<file path="config.mk">
export PLATFORM = sky130hd
export DESIGN_NAME = matmul_apb_monitor
export DESIGN_NICKNAME = d
export VERILOG_FILES = /design/src/rtl/matmul_apb_monitor.sv
export SDC_FILE = /design/constraint.sdc
export NUM_CORES = 1
export LEC_CHECK = 0
export ABC_AREA = 0
export BUFFER_PORTS_ARGS = -buffer_cell sky130_fd_sc_hd__buf_4
export CELL_PAD_IN_SITES_DETAIL_PLACEMENT = 1
export CELL_PAD_IN_SITES_GLOBAL_PLACEMENT = 2
export CORE_ASPECT_RATIO = 1.5
export CORE_MARGIN = 1
export CORE_UTILIZATION = 36
export DETAILED_ROUTE_END_ITERATION = 10
export PLACE_DENSITY = 0.91
export SLEW_MARGIN = 10
export SYNTH_ARGS = -nofsm -noshare
export SYNTH_HDL_FRONTEND = slang
export SYNTH_SLANG_ARGS = --single-unit
</file>
<file path="constraint.sdc">
create_clock -name clk -period 4.4 [get_ports clk]
set_input_delay 0.22 -clock clk [delete_from_list [all_inputs] [get_ports clk]]
set_output_delay 0.22 -clock clk [all_outputs]
set_load 0.005 [all_outputs]
</file>
<file path="src/rtl/matmul_apb_monitor.sv">
// Passive APB / matmul-slave rule monitor: tracks APB phases, checks six bus rules
// and records sticky flags, a saturating violation count and a first-error capture.
module matmul_apb_monitor #(
    parameter int unsigned ADDR_WIDTH = 32,
    parameter int unsigned DATA_WIDTH = 32,
    parameter int unsigned ADDR_MAX   = 320,
    parameter int unsigned TIMEOUT    = 16,
    parameter int unsigned START_LAT  = 2,
    parameter int unsigned CNT_WIDTH  = 8
) (
    input  logic                  clk,
    input  logic                  rst,
    input  logic                  psel,
    input  logic                  penable,
    input  logic                  pwrite,
    input  logic [ADDR_WIDTH-1:0] paddr,
    input  logic [DATA_WIDTH-1:0] pwdata,
    input  logic                  pready,
    input  logic                  pslverr,
    input  logic                  busy,
    input  logic                  clr,
    output logic [5:0]            err_flags,
    output logic                  err_pulse,
    output logic [CNT_WIDTH-1:0]  err_count,
    output logic [2:0]            first_err_id,
    output logic [ADDR_WIDTH-1:0] first_err_addr
);

    localparam int unsigned TW = $clog2(TIMEOUT + 1);
    localparam int unsigned SW = $clog2(START_LAT + 2);
    localparam logic [ADDR_WIDTH-1:0] AddrMax    = ADDR_WIDTH'(ADDR_MAX);
    localparam logic [TW-1:0]         TimeoutVal = TW'(TIMEOUT);
    localparam logic [SW-1:0]         StartFire  = SW'(START_LAT + 1);

    // StSetup: previous cycle was the APB setup phase, so this cycle must be the first ACCESS.
    typedef enum logic [1:0] {StIdle, StSetup, StAccess} state_e;

    state_e                  st_q, st_d;
    logic [TW-1:0]           acc_q, acc_d;
    logic                    arm_q, arm_d;
    logic [SW-1:0]           scnt_q, scnt_d;
    logic [ADDR_WIDTH-1:0]   lat_addr_q, lat_addr_d;
    logic                    lat_write_q, lat_write_d;
    logic [DATA_WIDTH-1:0]   lat_data_q, lat_data_d;
    logic [5:0]              fired;
    logic                    in_acc, acc_phase, complete, start_go;

    always_comb begin
        st_d        = st_q;
        acc_d       = acc_q;
        arm_d       = arm_q;
        scnt_d      = scnt_q;
        lat_addr_d  = lat_addr_q;
        lat_write_d = lat_write_q;
        lat_data_d  = lat_data_q;
        fired       = '0;
        in_acc      = (st_q == StSetup) || (st_q == StAccess);
        acc_phase   = in_acc && psel && penable;
        complete    = acc_phase && pready;
        start_go    = complete && pwrite && (paddr == '0) && pwdata[0] && !busy;

        unique case (st_q)
            StIdle: begin
                if (psel && !penable) begin
                    st_d        = StSetup;
                    lat_addr_d  = paddr;
                    lat_write_d = pwrite;
                    lat_data_d  = pwdata;
                end
            end
            StSetup, StAccess: begin
                if (psel && penable) begin
                    if (pready) begin
                        st_d  = StIdle;
                        acc_d = '0;
                    end else if (acc_q + TW'(1) == TimeoutVal) begin
                        fired[0] = 1'b1;
                        st_d     = StIdle;
                        acc_d    = '0;
                    end else begin
                        st_d  = StAccess;
                        acc_d = acc_q + TW'(1);
                    end
                end else begin
                    fired[5] = 1'b1;
                    st_d     = StIdle;
                    acc_d    = '0;
                end
            end
            default: st_d = StIdle;
        endcase

        if (penable && !psel) fired[5] = 1'b1;
        if ((st_q == StSetup) && (paddr > AddrMax)) fired[2] = 1'b1;
        if (complete && busy && !pslverr) fired[1] = 1'b1;
        if (acc_phase && ((paddr != lat_addr_q) || (pwrite != lat_write_q) ||
                          (lat_write_q && (pwdata != lat_data_q)))) begin
            fired[4] = 1'b1;
        end

        // A fresh start while armed restarts the latency window instead of firing.
        if (start_go) begin
            arm_d  = 1'b1;
            scnt_d = '0;
        end else if (arm_q) begin
            if (busy) begin
                arm_d  = 1'b0;
                scnt_d = '0;
            end else if (scnt_q + SW'(1) == StartFire) begin
                fired[3] = 1'b1;
                arm_d    = 1'b0;
                scnt_d   = '0;
            end else begin
                scnt_d = scnt_q + SW'(1);
            end
        end
    end

    always_ff @(posedge clk or posedge rst) begin
        if (rst) begin
            st_q        <= StIdle;
            acc_q       <= '0;
            arm_q       <= 1'b0;
            scnt_q      <= '0;
            lat_addr_q  <= '0;
            lat_write_q <= 1'b0;
            lat_data_q  <= '0;
        end else begin
            st_q        <= st_d;
            acc_q       <= acc_d;
            arm_q       <= arm_d;
            scnt_q      <= scnt_d;
            lat_addr_q  <= lat_addr_d;
            lat_write_q <= lat_write_d;
            lat_data_q  <= lat_data_d;
        end
    end

    logic [2:0] low_id;
    always_comb begin
        low_id = 3'd7;
        for (int i = 5; i >= 0; i--) begin
            if (fired[i]) low_id = 3'(i);
        end
    end

    always_ff @(posedge clk or posedge rst) begin
        if (rst) begin
            err_flags      <= '0;
            err_pulse      <= 1'b0;
            err_count      <= '0;
            first_err_id   <= 3'd7;
            first_err_addr <= '0;
        end else if (clr) begin
            err_flags      <= '0;
            err_pulse      <= 1'b0;
            err_count      <= '0;
            first_err_id   <= 3'd7;
            first_err_addr <= '0;
        end else begin
            err_pulse <= |fired;
            err_flags <= err_flags | fired;
            if ((|fired) && (err_count != '1)) err_count <= err_count + CNT_WIDTH'(1);
            if ((|fired) && (first_err_id == 3'd7)) begin
                first_err_id   <= low_id;
                first_err_addr <= paddr;
            end
        end
    end

endmodule

</file>
== Yosys cells after proc, flatten, opt, wreduce, memory -nomap -nowiden ==
Index checks and enable logic that the tools add are counted.

* Output and inout port bits: 50
* Logic and storage cells: 103
* Flip-flop bits (word level): 125
* Input port bits: 73

* Bitwise operators: 1
* Multiplexer cells: 44
* $lt $le $gt $ge: 1
* Reduce and logical (&&, ||, !) cells: 32
* Add/subtract/negate cells: 3
* Equality and inequality tests: 10

{| class="wikitable"
|+ Operators with widths
! operator !! number
|-
| two-way mux 32 bit || 2
|-
| != test 32 bit || 2
|-
| greater-than comparator 32 x 9 -> 1 bit (second input constant) || 1
|-
| logical NOT 32 bit || 1
|-
| two-way mux 3 bit || 7
|-
| two-way mux 1 bit || 19
|-
| two-way mux 2 bit || 9
|-
| logical AND 1 bit || 17
|-
| two-way mux 8 bit || 2
|-
| two-way mux 5 bit || 3
|-
| adder 8 x 1 -> 8 bit (second input constant) || 1
|-
| != test 8 bit (second input constant) || 1
|-
| two-way mux 6 bit || 1
|-
| OR 6 bit || 1
|-
| nonzero test 2 bit || 3
|-
| OR reduction 6 bit || 1
|-
| adder 5 x 1 -> 5 bit (second input constant) || 1
|-
| equality test 5 bit (second input constant) || 1
|-
| equality test 2 bit (second input constant) || 2
|-
| logical NOT 1 bit || 4
|-
| case mux 2 bit (2 select lines) || 1
|-
| equality test 3 bit (second input constant) || 1
|-
| logical OR 1 bit || 3
|-
| adder 2 x 1 -> 2 bit (second input constant) || 1
|-
| other kinds (6) || 6
|}

== Depth between registers and ports, before layout ==
* Depth after elaboration: 16
* Gate-level depth with buffers: 12
* Gate-level depth less buffers: 10

== Least setup slack after synthesis ==
Ideal clock, no wire load.

* Path type: register to register
* Start: register st_q[0]
* End: register first_err_addr[0]
* Cell stages (with the launch flop): 13
* Buffers on the path: 2
* Library setup time: 0.121 ns
* Required time: 4.279 ns
* Clock period less this slack: 2.593 ns
* Slack: 1.807 ns
* Arrival: 2.472 ns
* Cell sequence: dfrtp_1 -> inv_1 -> ha_1 -> and3_1 -> nand4_1 -> nor4_2 -> o221ai_2 -> nor2b_2 -> nand2_1 -> nor4bb_1 -> buf_2 -> buf_6 -> a22o_1

* Word-level cells in the longest chain between the ends: 13
* Elaborated cells between the ends (all ways): 25
* Classes of those cells: eq/ne: 2; mux: 7; reduce/logical: 16

{| class="wikitable"
|+ Ends and longest elaborated chain
! element !! RTL line !! RTL
|-
| from (decl) || 38 || <nowiki>state_e st_q, st_d;</nowiki>
|-
| from (signal assigned) || 121 || <nowiki>st_q <= StIdle;</nowiki>
|-
| from (signal assigned) || 129 || <nowiki>st_q <= st_d;</nowiki>
|-
| equality test 2 x 1 -> 1 bit / equality test 2 bit (equally long branches) || 57 || <nowiki>in_acc = (st_q == StSetup) || (st_q == StAccess);</nowiki>
|-
| logical OR 1 bit * || 57 ||
|-
| via in_acc || 46 || <nowiki>logic in_acc, acc_phase, complete, start_go;</nowiki>
|-
| logical AND 1 bit * (2 in series) || 58 || <nowiki>acc_phase = in_acc && psel && penable;</nowiki>
|-
| logical AND 1 bit || 59 || <nowiki>complete = acc_phase && pready;</nowiki>
|-
| logical AND 1 bit (4 in series) || 60 || <nowiki>start_go = complete && pwrite && (paddr == '0) && pwdata[0] && !busy;</nowiki>
|-
| two-way mux 1 bit || 102 || <nowiki>if (start_go) begin</nowiki>
|-
| OR reduction 6 bit * || 164 || <nowiki>if ((|fired) && (first_err_id == 3'd7)) begin</nowiki>
|-
| logical AND 1 bit * || 164 ||
|-
| nonzero test 2 bit (no line) * || -- ||
|-
| to (signal assigned) || 166 || <nowiki>first_err_addr <= paddr;</nowiki>
|-
| to (decl) || 26 || <nowiki>output logic [ADDR_WIDTH-1:0] first_err_addr</nowiki>
|}

The timed path passes the listed nets; every way through them passes the cells marked *.
A chain may end at the register's enable or synchronous reset.

== Worst setup path after layout ==
* Start: register st_q[0]
* End: register first_err_addr[21]

Same word-level chain as after synthesis.

==> impl_metrics.env <==
export IMPL_cp_start_kind="flop"
export IMPL_drtAntennaViolNets=0
export IMPL_dieArea_mm2=0.0169
export IMPL_postCtsHoldBufs=1
export IMPL_fin_ws_ps=1020
export IMPL_grt_pass1_wl_mm=25.0
export IMPL_coreArea_mm2=0.0161
export IMPL_tightest_slew_ps=1120
export IMPL_die_w_um=107
export IMPL_clock_fmax_mhz=296
export IMPL_drt_wl_total_mm=15.1
export IMPL_post_cts_buffers=0
export IMPL_num_rows=57
export IMPL_finalHoldViolCount=0
export IMPL_ys_seq_area_share_pct=53.1
export IMPL_yosysUniqueCellTypes=44
export IMPL_crit_fanout=34
export IMPL_period_share_pct=76.9
export IMPL_finalCriticalPeriod_ps=3380
export IMPL_antenna_found_initial=0
export IMPL_portBuffers=122
export IMPL_dr_total_vias=4255
export IMPL_r2r_start="st_q[0]$_DFFE_PP0P_"
export IMPL_cts_tree="built"
export IMPL_grt_pass1_vias=4730
export IMPL_synth_top_area_cell="dfrtp_1"
export IMPL_root_buffer="clkbuf_16"
export IMPL_drtIter0Drc=176
export IMPL_io_pins=123
export IMPL_hold_start="pwdata[25]"
export IMPL_preCtsSetupSlack_ps=1060
export IMPL_synthCells=480
export IMPL_max_cap_viol_count=0
export IMPL_die_y_um=159
export IMPL_dr_pass1_iters=4
export IMPL_yosysTopAreaCellShare_pct=51.8
export IMPL_yosysWarnings=0
export IMPL_rsz0062_at_grt="false"
export IMPL_grt_max_degree=53
export IMPL_power_leakage_nw=3.43
export IMPL_finalMaxSlewViolations=0
export IMPL_syn_area_per_cell_um2=12.3
export IMPL_power_density_mw_per_mm2=659
export IMPL_place_inst=796
export IMPL_cts_resized=0
export IMPL_arrival_ps=3670
export IMPL_cts_sinks=125
export IMPL_synth_seq_cells=125
export IMPL_slew_headroom_pct=25.1
export IMPL_hpwl_mm=10.9
export IMPL_numCtsBuffers=17
export IMPL_cp_end_kind="flop"
export IMPL_status="completed"
export IMPL_synth_nets=557
export IMPL_crit_start="st_q[0]$_DFFE_PP0P_"
export IMPL_via_per_inst=5.13
export IMPL_synth_area_mm2=0.00590
export IMPL_gp_congestion=0.741
export IMPL_h_tree_depth=4
export IMPL_fin_setup_tns_ps=0
export IMPL_required_ps=4680
export IMPL_clk_pin_slew_ps=60
export IMPL_diodes=0
export IMPL_wl_per_cell_um=18.2
export IMPL_drive_gt1_share_pct=38.8
export IMPL_critical_path_class="reg2reg"
export IMPL_setup_viol=0
export IMPL_hold_class="in2reg"
export IMPL_total_power_w=0.00506
export IMPL_netlist_top_cells_area="dfrtp_1, mux2_2, xnor2_1"
export IMPL_clockBufferDepth=2
export IMPL_grt_use_total_pct=19.2
export IMPL_irDropWorstVdd_mv=0.307
export IMPL_clock_latency_ps=410
export IMPL_areaGrowthSynthToFinish_pct=30.1
export IMPL_fin_skew_ps=12.0
export IMPL_grt_ovfl_total=0
export IMPL_nNetsFinal=687
export IMPL_route_detailed_drc=0
export IMPL_start_util_pct=36.6
export IMPL_finalNonFillerCells=829
-- registers in the layout, indices dropped and copies added (netlist names), 2 cells and up --
name / flops
scnt_q: 2
acc_q: 5
lat_data_q: 32
lat_addr_q: 32
st_q: 2
err_count: 8
first_err_id: 3
first_err_addr: 32
err_flags: 6
-- worst paths after layout --
kind | to | slack, ps | cells after the start
max | first_err_addr[21]$_DFFE_PP0P_ | 1020 | 11
min | lat_data_q[25]$_DFFE_PP0P_ | 50 | 2
max reg2reg | first_err_addr[21]$_DFFE_PP0P_ | 1020 | 11
min reg2reg | err_flags[0]$_DFF_PP0_ | 500 | 2
max in group asynchronous | first_err_addr[16]$_DFFE_PP0P_ | 2940 | 4
min in group asynchronous | lat_data_q[8]$_DFFE_PP0P_ | 390 | 3
-- synth_stat cells (all sizes together) --
master,count
nand2,21
xnor2,55
nand3,12
o21ai,7
a32o,1
xor2,10
o221ai,1
and4b,1
a31oi,1
nand4,17
nor2b,6
or2,2
o41ai,1
a21o,2
o31ai,2
a22o,32
nor3,4
nand4b,1
clkbuf,9
nor4bb,2
a41oi,2
mux2i,4
a22oi,1
dfstp,3
a21boi,1
nor4,12
nor2,24
o21a,1
ha,4
a31o,1
nor3b,1
inv,15
and2,1
nand2b,7
a21oi,12
dfrtp,122
buf,8
and3,4
mux2,70
-- area by class of cell --
type	instances	area [um2]
clock buffer	19	433
clock inverter	13	216
fill	1759	8450
inverter	15	58.8
multi-input combinational	323	2610
sequential	125	3130
tap	206	258
timing repair buffer	128	963
-- per-layer routing --
layer / vias up / wire length, um / track usage, %
li1: 1976 / - / -
met1: 2180 / 6200 / 23.0
met2: 85 / 8210 / 33.8
met3: 14 / 485 / 4.19
met4: 0 / 214 / 6.35
met5: - / 0 / 0
-- critical path, cell delays in order (launching register included) --
cell and delay (ps):
dfrtp_1 360, inv_1 60, ha_1 420, and3_1 350
nand4_1 170, nor4_2 420, o221ai_2 200, nor2b_2 160
nand2_1 270, nor4bb_4 280, buf_4 270, a22o_1 290
-- layout by cell type, fill, tap and decap left out, types with 2 or more instances in the layout --
master     instances
mux2i_1            4
ha_1               4
nor4_1            11
dfstp_2            3
nand2_1           20
clkbuf_1           2
mux2_2            70
clkbuf_16         17
a22o_1            32
nand4_1           17
xnor2_1           55
nor2_1            24
buf_4            127
a21o_1             2
a21oi_1           12
dfrtp_1          122
nor2b_1            5
xor2_1            10
o21ai_0            7
nand3_1           12
or2_2              2
inv_1             14
and3_1             4
nand2b_1           7
bufinv_16          5
clkinv_4           7
nor3_1             4
-- cells by family (layout without fill, tap and decap cells) --
group | after synthesis | in the layout | share of synthesized area, %
compound gates | 65 | 65 | 9.06
buf+inv | 32 | 175 | 2.95
fa+ha+maj | 4 | 4 | 0.849
xor+xnor | 65 | 65 | 9.65
mux | 74 | 74 | 14.0
simple gates | 115 | 115 | 10.4
flops | 125 | 125 | 53.1
-- power breakdown --
group / switching, W / leakage [nW] / internal [W]
combinational: 0.000649 / 1.55 / 0.000892
sequential: 0.000345 / 1.56 / 0.00163
clock: 0.000526 / 0.315 / 0.00101
total: 0.00152 / 3.43 / 0.00354
-- stage by stage --
step	area, um2	hold WS (ps)	util [%]
after global routing	7670	45.8	47.6
after detailed placement	7010	286	43.5
final	7670	53.8	47.6
after floorplan	5900	360	-
after global placement	7010	281	43.5
after CTS	7670	38.8	47.6
(Power assumes the default switching activity.)
